$ cat config.mk
export PLATFORM = sky130hd
export DESIGN_NAME = sfu_ds_arbiter
export DESIGN_NICKNAME = d
export VERILOG_FILES = /design/src/rtl/sfu_ds_arbiter.sv
export SDC_FILE = /design/constraint.sdc
export NUM_CORES = 1
export LEC_CHECK = 0
export ABC_AREA = 1
export CAP_MARGIN = 20
export CORE_MARGIN = 5
export CORE_UTILIZATION = 52
export DETAILED_ROUTE_END_ITERATION = 12
export PLACE_DENSITY = 0.91
export SYNTH_ARGS = -nofsm -noshare
export SYNTH_HDL_FRONTEND = slang
export SYNTH_SLANG_ARGS = --single-unit
$ cat constraint.sdc
create_clock -name clk_i -period 5.55 [get_ports clk_i]
set_clock_uncertainty 0.2 [all_clocks]
set_input_delay 1.3875 -clock clk_i [delete_from_list [all_inputs] [get_ports clk_i]]
set_output_delay 1.3875 -clock clk_i [all_outputs]
set_load 0.005 [all_outputs]
$ cat src/rtl/sfu_ds_arbiter.sv
// sfu_ds_arbiter: round-robin sharing of one SFU and one DS unit among NREQ requesters.
// Ports: clk_i/rst_i clock and async active-high reset; stall_i freezes all sequencing;
//   req_valid_i/req_opcode_i/req_ready_o per-requester accept handshake (one-hot grant);
//   sfu_en_o/ds_en_o/unit_opcode_o/grant_id_o drive the shared units for the op in flight;
//   rsp_valid_o/rsp_err_o one-hot completion pulse to the owner; busy_o high outside IDLE.
module sfu_ds_arbiter #(
  parameter int NREQ = 4,
  parameter int SFU_LAT = 2,
  parameter int DS_LAT = 5,
  localparam int IDW = $clog2(NREQ)
) (
  input  logic              clk_i,
  input  logic              rst_i,
  input  logic              stall_i,
  input  logic [NREQ-1:0]   req_valid_i,
  input  logic [6*NREQ-1:0] req_opcode_i,
  output logic [NREQ-1:0]   req_ready_o,
  output logic              sfu_en_o,
  output logic              ds_en_o,
  output logic [5:0]        unit_opcode_o,
  output logic [IDW-1:0]    grant_id_o,
  output logic [NREQ-1:0]   rsp_valid_o,
  output logic              rsp_err_o,
  output logic              busy_o
);
  localparam int LMAX = SFU_LAT > DS_LAT ? SFU_LAT : DS_LAT;
  localparam int CW = $clog2(LMAX + 1);
  typedef enum logic [1:0] {IDLE, SFU_RUN, DS_RUN, DONE} state_t;
  // class: 0 illegal, 1 multi-cycle SFU, 2 DS, 3 single-cycle SFU
  function automatic logic [1:0] op_class(input logic [5:0] op);
    return (op == 6'h24 || op == 6'h25) ? 2'd2 :
           (op inside {6'h21, 6'h22, 6'h23, 6'h2B, 6'h2C, 6'h2D}) ? 2'd1 :
           (op == 6'h27 || op == 6'h2A) ? 2'd3 : 2'd0;
  endfunction
  state_t         state_q, state_d;
  logic [IDW-1:0] rr_q, rr_d, id_q, id_d, gnt_idx;
  logic [CW-1:0]  cnt_q, cnt_d, lat_q, lat_d;
  logic [5:0]     op_q, op_d, acc_op;
  logic [1:0]     acc_cls;
  logic           gnt_any;
  // Scan downwards so the candidate closest to rr_q overwrites the others.
  always_comb begin
    gnt_any = 1'b0;
    gnt_idx = '0;
    for (int k = NREQ - 1; k >= 0; k--) begin
      if (req_valid_i[(int'(rr_q) + k) % NREQ]) begin
        gnt_any = 1'b1;
        gnt_idx = IDW'((int'(rr_q) + k) % NREQ);
      end
    end
  end
  assign acc_op  = req_opcode_i[6*gnt_idx +: 6];
  assign acc_cls = op_class(acc_op);
  always_comb begin
    state_d     = state_q;
    cnt_d       = cnt_q;
    rr_d        = rr_q;
    op_d        = op_q;
    id_d        = id_q;
    lat_d       = lat_q;
    req_ready_o = '0;
    sfu_en_o    = 1'b0;
    ds_en_o     = 1'b0;
    rsp_valid_o = '0;
    rsp_err_o   = 1'b0;
    case (state_q)
      IDLE: begin
        // rst_i gate keeps the combinational grant quiet during an async reset
        if (!stall_i && !rst_i && gnt_any) begin
          req_ready_o = NREQ'(1) << gnt_idx;
          op_d        = acc_op;
          id_d        = gnt_idx;
          rr_d        = IDW'((int'(gnt_idx) + 1) % NREQ);
          cnt_d       = '0;
          lat_d       = acc_cls == 2'd2 ? CW'(DS_LAT) : acc_cls == 2'd1 ? CW'(SFU_LAT) : CW'(1);
          state_d     = acc_cls == 2'd0 ? DONE : acc_cls == 2'd2 ? DS_RUN : SFU_RUN;
        end
      end
      SFU_RUN, DS_RUN: begin
        sfu_en_o = state_q == SFU_RUN && !stall_i;
        ds_en_o  = state_q == DS_RUN && !stall_i;
        if (!stall_i) begin
          cnt_d = cnt_q + 1'b1;
          if (cnt_q == lat_q - 1'b1) state_d = DONE;
        end
      end
      DONE: begin
        if (!stall_i) begin
          rsp_valid_o = NREQ'(1) << id_q;
          rsp_err_o   = op_class(op_q) == 2'd0;
          state_d     = IDLE;
        end
      end
      default: state_d = IDLE;
    endcase
  end
  assign busy_o        = state_q != IDLE;
  assign unit_opcode_o = busy_o ? op_q : '0;
  assign grant_id_o    = busy_o ? id_q : '0;
  always_ff @(posedge clk_i or posedge rst_i) begin
    if (rst_i) begin
      state_q <= IDLE;
      rr_q    <= '0;
      cnt_q   <= '0;
      lat_q   <= '0;
      op_q    <= '0;
      id_q    <= '0;
    end else begin
      state_q <= state_d;
      rr_q    <= rr_d;
      cnt_q   <= cnt_d;
      lat_q   <= lat_d;
      op_q    <= op_d;
      id_q    <= id_d;
    end
  end
endmodule
==> metrics.txt <==
hold path depth 2; clock share of power 0.057; Seq pwr share 0.171; Worst EP arrival 3.64 ns; ANT nets after route 0; Worst-Skew Late Latency 0.30 ns; Max FO, Critical Path 17; WP data required just under 4 ns; Layout Cells excl Fill about 360; reg2reg setup slack 2.71 ns; # hold bufs at CTS 0; DRT Wirelength about 4300 um; library cells used by synthesis 33; post-layout util 0.692; # Post-CTS Setup Buffers 0; I/O Pins slightly above 50; mux cell area share after synthesis 0; Worst Hold Launch lat_q[2]; die height ~68 um; Pint 659 uW; GRT Total Usage 0.207; antenna cell count 0; largest family of logic cells by synthesized area simple AND/OR/NAND/NOR gates; worst slew pin tran slightly below 0.7 ns; vias per cell just over 5; fillers 305; number of global-route vias before repair approximately 1800; Starting Density 0.529; sequential share of the synthesized area 0.257; RSZ-0062 raised after global routing false; clock sinks 18; CTS Buffer Depth 2; global-route wire length before repair approximately 7500 um; routed len/inst roughly 12 um; NetSw slightly above 800 uW; Synth Area in Compound Gates 0.0885; post_cts resized 0; crit path capture type primary output; die width around 70 um; initial antenna violation count 0; hold slack final 0.316 ns; EDFF count, synth 0; DR iter-0 viols between 70 and 80; Yosys warning count 0; share of cells above drive strength 1 0.0946; Num CTS Buffers 3; core region area approximately 0.0033 mm^2; worst reg2reg path depth 14; Tcrit/Tclk final 0.941; Synth Area in XOR/XNOR 0.0250; syn nets roughly 310; adder-cell share of the synthesized area 0.0714; Post-Syn Area around 0.0018 mm^2; TritonCTS clock tree yes; synthesis-to-finish area growth 30.8%; Clock Root Buffer clkbuf_4; final global-route overflow total 0; Power Density 639 mW/mm^2; H-tree levels 1; final hold vios 0; FF+latch count, synth 18; ys async rst share 1.00; Clock Pin Slew Worst Setup and Hold Paths 0.11 ns; die area 0.00463 mm^2; DR vias 1835; post-DP HPWL between 3000 and 4000 um; Crit Reg-Reg Startpoint rr_q[0]; Comb power frac 0.772; Placed Instances between 300 and 400; Post-Syn Area per Cell 6.47 um^2; row cnt 21; ys flop type dfrtp_1; relative slew slack 0.549; setup TNS 0 ns; largest net degree at the start of global routing 20; setup ws final 0.327 ns; post-route DRC violation count 0; leakage roughly 0.0012 uW; type of origin of the critical path input port; sw frac 0.550; worst hold path type flip-flop to flip-flop; status finished, final reports clean; Worst Hold End lat_q[2]; Place WS around 0.32 ns; Post-Syn Instances around 270; Pins Over Slew Limit 0; maximum operating frequency approximately 0.19 GHz; GP Congestion 1.03; Tmin final approximately 5.2 ns; reg2reg end cnt_q[0]; critical path type input port to primary output; drt pass-1 iters 4; worst vdd rail ir drop roughly 0.34 mV; port bufs 50; max cap viols 0; Setup Viol. Count Final 0; simple-gate area share of the yosys netlist 0.433; fin nets between 300 and 400
[worst max-delay path by stage]
stage / startpoint / to / slack, ns
floorplan: req_valid_i[1] / req_ready_o[2] / 1.47
detailed placement: req_valid_i[1] / req_ready_o[3] / 0.32
CTS: req_valid_i[1] / req_ready_o[3] / 0.32
global placement: req_valid_i[1] / req_ready_o[2] / 0.40
global route: req_valid_i[1] / req_ready_o[3] / 0.16
finish: req_valid_i[1] / req_ready_o[0] / 0.33
[power groups by stage]
stage	Sequential [uW]	Combinational [uW]	Clock [uW]
CTS	249	1140	84.2
global route	259	1300	92.4
floorplan	228	903	0
detailed placement	252	1130	0
finish	250	1130	83.9
global placement	247	1100	0
[cells in the mapped netlist (4+ instances only)]
library cell	number	area, um^2
a21oi_1	5	25.0
clkbuf_1	4	15.0
dfrtp_1	18	450
ha_1	10	125
inv_1	38	143
nand2_1	80	300
nand2_2	10	62.6
nand3_1	34	170
nand3_2	4	40.0
nor2_1	21	78.8
nor4_1	4	25.0
o21ai_0	12	60.1
[registers in the layout, indices dropped and copies added, names as in the netlist]
signal / count
op_q: 6
cnt_q: 3
lat_q: 3
id_q: 2
rr_q: 2
state_q: 2
[layout by cell type, fill, tap and decap left out, types with 2 or more instances in the layout]
cell | netlist | routed
nor4_1 | 4 | 4
inv_1 | 38 | 38
a21oi_1 | 5 | 5
xor2_1 | 2 | 2
nand2_1 | 80 | 80
o21ai_0 | 12 | 12
buf_4 | 1 | 2
clkbuf_4 | 0 | 3
ha_1 | 10 | 10
nand3_2 | 4 | 4
nor2_1 | 21 | 21
o21ai_1 | 3 | 3
nand2_2 | 10 | 10
nand2_4 | 2 | 2
xnor2_1 | 3 | 3
nand3_1 | 34 | 34
clkdlybuf4s50_1 | 0 | 50
nor2_2 | 2 | 2
dfrtp_1 | 18 | 18
inv_2 | 2 | 2
[through the flow]
step | power [uW] | area (um^2)
2_1_floorplan | 1130 | 1750
5_1_grt | 1650 | 2290
3_5_place_dp | 1380 | 2260
4_1_cts | 1470 | 2290
3_3_place_gp | 1340 | 2260
6_report | 1470 | 2290
[area by class of cell]
| type | instances | area, um^2 | area share |
|---|---|---|---|
| multi-input combinational | 203 | 1080 | 0.472 |
| timing repair buffer | 52 | 515 | 0.225 |
| sequential | 18 | 450 | 0.197 |
| inverter | 40 | 150 | 0.0655 |
| tap | 46 | 57.6 | 0.0251 |
| clock buffer | 4 | 36.3 | 0.0158 |
[cells by family (layout without fill, tap and decap cells)]
kind of cell | after synthesis | count (layout)
flops | 18 | 18
compound gates | 26 | 26
buf+inv | 50 | 96
simple gates | 162 | 162
xor+xnor | 5 | 5
fa+ha+maj | 10 | 10
[layer usage]
metal,GRT usage,part of all wire,routed length [um]
met5,0,0,0
met4,0.0546,0.017,72
met3,0.0328,0.048,207
met2,0.387,0.52,2240
met1,0.242,0.42,1800
[worst max-delay path: stages]
cell	delay, ns
clkdlybuf4s50_1	0.45
inv_1	0.06
o21ai_1	0.20
nand2_2	0.09
nand3_2	0.12
nand2_2	0.07
nand2_4	0.15
nand2_4	0.16
inv_1	0.11
ha_1	0.14
inv_1	0.04
nor2_1	0.12
clkdlybuf4s50_1	0.52
Note: power is estimated with default switching activity, not from simulation.
